`config.mk`:
```
export PLATFORM = sky130hd
export DESIGN_NAME = fetch_unit
export DESIGN_NICKNAME = d
export VERILOG_FILES = /design/src/rtl/fetch_pkg.sv /design/src/rtl/fetch_fifo.sv /design/src/rtl/fetch_unit.sv
export SDC_FILE = /design/constraint.sdc
export NUM_CORES = 1
export LEC_CHECK = 0
export BUFFER_PORTS_ARGS = -buffer_cell sky130_fd_sc_hd__buf_4
export CORE_MARGIN = 2
export CORE_UTILIZATION = 55
export DETAILED_ROUTE_END_ITERATION = 8
export HOLD_SLACK_MARGIN = 0.12
export PLACE_DENSITY = 0.86
export SYNTH_ARGS = -nofsm -noshare
export SYNTH_HDL_FRONTEND = slang
export SYNTH_SLANG_ARGS = --single-unit
```
`constraint.sdc`:
```
create_clock -name clk -period 6.49 [get_ports clk]
set_clock_uncertainty 0.05 [all_clocks]
set_input_delay 0.3245 -clock clk [delete_from_list [all_inputs] [get_ports clk]]
set_output_delay 0.3245 -clock clk [all_outputs]
set_load 0.05 [all_outputs]
```
`src/rtl/fetch_pkg.sv`:
```
// Shared types and constants for the instruction fetch stage.
package fetch_pkg;
  typedef enum logic [1:0] {
    BOOT = 2'd0,
    RUN  = 2'd1,
    HALT = 2'd2
  } fetchState_e;

  localparam int          INST_BYTES    = 4;
  localparam logic [31:0] PC_ALIGN_MASK = 32'hFFFF_FFFC;
  localparam int          ENTRY_W       = 64;

  typedef struct packed {
    logic [31:0] pc;
    logic [31:0] inst;
  } fetchEntry_t;
endpackage

```
`src/rtl/fetch_fifo.sv`:
```
// Synchronous instruction buffer with push/pop/flush; head holds its last value when empty.
module fetch_fifo #(
  parameter int DEPTH = 2,
  parameter int W     = 64
) (
  input  logic         clk,
  input  logic         rst_n,
  input  logic         push,
  input  logic [W-1:0] pushData,
  input  logic         pop,
  input  logic         flush,
  output logic         full,
  output logic         empty,
  output logic [W-1:0] headData
);
  localparam int AW = (DEPTH > 1) ? $clog2(DEPTH) : 1;

  logic [DEPTH-1:0][W-1:0] mem;
  logic [AW:0]             wrPtr, rdPtr;
  logic [W-1:0]            holdData;
  logic                    doPush, doPop;

  assign empty    = (wrPtr == rdPtr);
  assign full     = (wrPtr[AW] != rdPtr[AW]) && (wrPtr[AW-1:0] == rdPtr[AW-1:0]);
  assign doPush   = push && (!full || pop) && !flush;
  assign doPop    = pop && !empty && !flush;
  assign headData = empty ? holdData : mem[rdPtr[AW-1:0]];

  genvar g;
  generate
    for (g = 0; g < DEPTH; g++) begin : gSlot
      always_ff @(posedge clk or negedge rst_n) begin
        if (!rst_n)
          mem[g] <= '0;
        else if (doPush && (wrPtr[AW-1:0] == AW'(g)))
          mem[g] <= pushData;
      end
    end
  endgenerate

  // holdData tracks whatever was last presented so the head is stable across empty.
  always_ff @(posedge clk or negedge rst_n) begin
    if (!rst_n) begin
      wrPtr    <= '0;
      rdPtr    <= '0;
      holdData <= '0;
    end else begin
      holdData <= headData;
      if (flush) begin
        wrPtr <= '0;
        rdPtr <= '0;
      end else begin
        if (doPush) wrPtr <= wrPtr + 1'b1;
        if (doPop)  rdPtr <= rdPtr + 1'b1;
      end
    end
  end
endmodule

```
`src/rtl/fetch_unit.sv`:
```
// Instruction fetch: PC, BOOT/RUN/HALT control, ROM response qualification and decode buffer.
// Optional performance counters are enabled by defining FETCH_PERF_CNT_EN.
module fetch_unit
  import fetch_pkg::*;
#(
  parameter logic [31:0] RESET_PC   = 32'h0000_0000,
  parameter int          FIFO_DEPTH = 2
) (
  input  logic        clk,
  input  logic        rst_n,
  output logic [31:0] memAddr,
  input  logic [31:0] memData,
  input  logic [31:0] memAddrEcho,
  input  logic        memReadValid,
  input  logic        memReady,
  input  logic        redirectValid,
  input  logic [31:0] redirectPc,
  input  logic        haltReq,
  output logic        instValid,
  input  logic        instReady,
  output logic [31:0] instData,
  output logic [31:0] instPc,
  output logic        halted,
  output logic [31:0] perfFetchCnt,
  output logic [31:0] perfStallCnt
);
  fetchState_e state, nextState;
  logic [31:0] pc;
  logic        full, empty, pop, accept;
  fetchEntry_t pushEntry, headEntry;

  assign memAddr   = pc;
  assign instValid = !empty;
  assign pop       = instValid && instReady;
  assign halted    = (state == HALT);
  assign accept    = (state == RUN) && memReady && memReadValid && (memAddrEcho == pc)
                     && !redirectValid && (!full || pop);
  assign pushEntry = '{pc: pc, inst: memData};
  assign instPc    = headEntry.pc;
  assign instData  = headEntry.inst;

  always_comb begin
    nextState = state;
    unique case (state)
      BOOT:    nextState = RUN;
      RUN:     if (haltReq && !redirectValid) nextState = HALT;
      HALT:    if (redirectValid) nextState = RUN;
      default: nextState = BOOT;
    endcase
  end

  always_ff @(posedge clk or negedge rst_n) begin
    if (!rst_n) begin
      state <= BOOT;
      pc    <= RESET_PC & PC_ALIGN_MASK;
    end else begin
      state <= nextState;
      if (redirectValid)
        pc <= redirectPc & PC_ALIGN_MASK;
      else if (accept)
        pc <= pc + 32'(INST_BYTES);
    end
  end

  // Redirect flushes the buffer; any same-cycle pop is simply lost with it.
  fetch_fifo #(.DEPTH(FIFO_DEPTH), .W(ENTRY_W)) uFifo (
    .clk      (clk),
    .rst_n    (rst_n),
    .push     (accept),
    .pushData (pushEntry),
    .pop      (pop),
    .flush    (redirectValid),
    .full     (full),
    .empty    (empty),
    .headData (headEntry)
  );

`ifdef FETCH_PERF_CNT_EN
  always_ff @(posedge clk or negedge rst_n) begin
    if (!rst_n) begin
      perfFetchCnt <= '0;
      perfStallCnt <= '0;
    end else begin
      if (accept) perfFetchCnt <= perfFetchCnt + 1'b1;
      if ((state == RUN) && full && !pop) perfStallCnt <= perfStallCnt + 1'b1;
    end
  end
`else
  assign perfFetchCnt = '0;
  assign perfStallCnt = '0;
`endif
endmodule

```
==> metrics <==
Routability Congestion=0.8906; number of max-cap violations=0; global-route congestion overflow total=0; register area share after synthesis=52.96%; total clock buffers created by CTS=24; total standard cell area after synthesis=10,580 um^2; dominant register cell in the synthesized netlist=dfrtp_1; CTS clk-pin slew, worst paths=0.07 ns; overall track demand over capacity in global routing=26.35%; average size of a mapped cell=11.36 um^2; Leak=6.714 nW; Cell variety after synth=48; element type at the critical path end=output port; clock tree buffer depth=3; final standard cell count with taps included and fillers excluded=1,416; largest net degree at the start of global routing=143; pwr/cell area=244.1 nW/um^2; Achievable Freq=256.4 MHz; row cnt=50; metal3 WL=2194 um; outcome=complete, no violations; startpoint of the most critical register-to-register path=memAddr[24]; final sum of negative setup slack=0 ns; simple-gate share of the synthesized area=8.701%; first-pass iteration count of the detailed router=5; top cells by area in the synthesized netlist=dfrtp_1 (53%), mux2i_1 (6.0%), mux2_1 (5.2%); critical path data arrival time=3.53 ns; IO Pins=265; chip height=142.7 um; multiplexer share of the synthesized area=18.23%; setup-violating endpoint count in the final report=0; pins over their slew limit=0; vias after detailed routing=7,978; H-tree levels=1; Worst VDD drop=0.0002059 V; Required @ worst endpoint=6.12 ns; DR vias/cell=5.634; Synth Area in Compound Gates=9.245%; Setup Fix Bufs, Post-CTS=0; Met2 Routed Length=12,990 um; clock insertion delay at the later pin of the skew report=0.51 ns; fraction of final layout cells sized beyond drive strength 1=26.57%; Antenna Violating Nets Remaining=0; chip width=142.7 um; final standard cell utilization of the core=71.22%; Layout Area Growth over Synthesis=26.29%; drt total wl=26,830 um; classification of the worst-slack hold path=input pin to flip-flop; number of synthesized register bits=224; routed length per placed instance=18.95 um; EDFF count, synth=0; adder-cell share of the synthesized area=0.1182%; number of antenna violations at the first check in global routing=0; CTS Root Buffer Type=clkbuf_16; DIE AREA=20,370 um^2; r2r setup slk=2.99 ns; remaining max-slew budget at the tightest pin=24.55%; yosys synthesis warning count=0; clock period minus worst slack=3.901 ns; first-pass GRT wire length=42,280 um; half-perimeter wire length of the detailed placement result=16,610 um; CP Launch Point=uFifo.rdPtr[0]; combinational family with the most area after synthesis=multiplexers; Synth Area in XOR/XNOR=2.896%; Worst Max-Slew Pin Slew=1.132 ns; worst setup path category=flip-flop to output port; number of remaining DRC errors=0; TritonCTS clock tree=built; # diodes=0; clock sink count=224; CP startpoint kind=flip-flop; area share of the leading cell type in the synthesized netlist=52.96%; top sig layer=met4; number of cells after detailed placement=1,310; worst hold path startpoint=redirectPc[23]; Starting Density=56.39%; maximum fanout encountered on the critical timing path=92; Total Power=3.262 mW; Async SR Flop Fraction=100.0%; post-route fraction of the period consumed by the critical path=60.10%; setup repair after global routing missed its margin=false; DRC marker count from the first detailed-route iteration=495; via count of the first global-routing pass=8,202; buffers added on ports=196; Layout Nets=1,268; post-synthesis cell type with the largest combined area=dfrtp_1; Metal-1 WL=10,980 um; gate count of the mapped netlist=932; placeable core region=18,770 um^2; Hold Violations, Final=0
-- sequential cells by signal, summed over array words and instances, names as in the netlist --
name	cells
uFifo.mem	124
state	2
uFifo.wrPtr	2
uFifo.holdData	64
uFifo.rdPtr	2
memAddr	30
-- what timing repair did --
item,in CTS,in global routing
endpoints found under the hold margin,235,0
setup endpoints to repair,0,0
hold buffers,62,0
gates resized for setup,0,0
-- cell usage after synthesis (all sizes together) (3+ instances only) --
cell type / n
a21o: 20
a21oi: 72
a32o: 3
and2: 4
and3: 12
buf: 87
clkbuf: 37
dfrtp: 224
inv: 15
mux2: 111
mux2i: 63
nand2: 46
nand3: 11
nand3b: 3
nand4: 10
nor2: 77
nor3: 5
nor4: 15
o211ai: 3
o21a: 3
o21ai: 38
o31a: 6
o31ai: 10
xor2: 34
-- layer usage --
| layer | track usage [%] | up-vias |
|---|---|---|
| met4 | 8.077 | 0 |
| met1 | 34.62 | 3866 |
| met3 | 4.259 | 65 |
| met5 | 0 | - |
| met2 | 45.14 | 449 |
| li1 | - | 3598 |
-- path summary, 6_finish.rpt --
check                                     endpoint  cells past startpoint
worst max register to register       uFifo.mem[15]                      7
worst max-delay path                  instData[20]                      7
min in group asynchronous       uFifo.holdData[14]                      2
max in group asynchronous            uFifo.mem[80]                      3
worst min-delay path                   memAddr[23]                      4
worst min register to register      uFifo.mem[115]                      2
-- cells by family (layout without fill, tap and decap cells) --
kind of cell	Yosys count	in the layout
AOI/OAI and AO/OA	164	164
and+or+nand+nor	194	194
buffers and inverters	139	324
other	1	66
xor gates and xnor gates	35	35
adders and majority gates	1	1
DFF	224	224
muxes	174	174
-- area by class of cell --
type	instances	area, um^2
Sequential cell	224	5609
Clock inverter	7	91.34
Fill cell	1282	5401
Clock buffer	37	740.7
Multi-Input combinational cell	634	4412
Inverter	15	56.30
Timing Repair Buffer	265	2165
Tap cell	234	292.8
-- per-stage QoR --
step / setup slack [ns] / hold slack, ns / cell area [um^2]
after detailed placement: 2.814 / 0.4204 / 11910
after floorplan: 3.604 / -0.02109 / 10830
final: 2.589 / 0.1445 / 13370
after global placement: 2.838 / 0.4116 / 11910
after CTS: 2.583 / 0.1250 / 13370
after global routing: 2.316 / 0.1288 / 13370
-- placed cells by master, fill, tap and decap left out, types with 10 or more instances in the layout --
cell and instances:
and3_1 12, nand3_1 11, conb_1 66, clkbuf_16 25
a21oi_1 72, nor4_1 14, mux2_2 49, xor2_1 34
nor2_1 76, inv_1 15, dfrtp_1 223, nand2_1 45
nand4_1 10, a21o_1 20, o31ai_1 10, mux2i_1 63
dlygate4sd3_1 62, mux2_1 49, o21ai_0 38, mux2_4 13
buf_4 201
-- worst max-delay path, cell delays in order, from the launching register on --
cell     delay [ns]
dfrtp_4        0.78
xor2_1         0.25
inv_1          0.12
nand2_4        0.33
buf_4          0.81
nor2_1         0.16
a21oi_1        0.25
buf_4          0.24
-- power breakdown --
part / switching, mW / internal [mW]
clock: 0.558 / 0.865
combinational: 0.250 / 0.121
sequential: 0.0543 / 1.41
(Power assumes the default switching activity.)
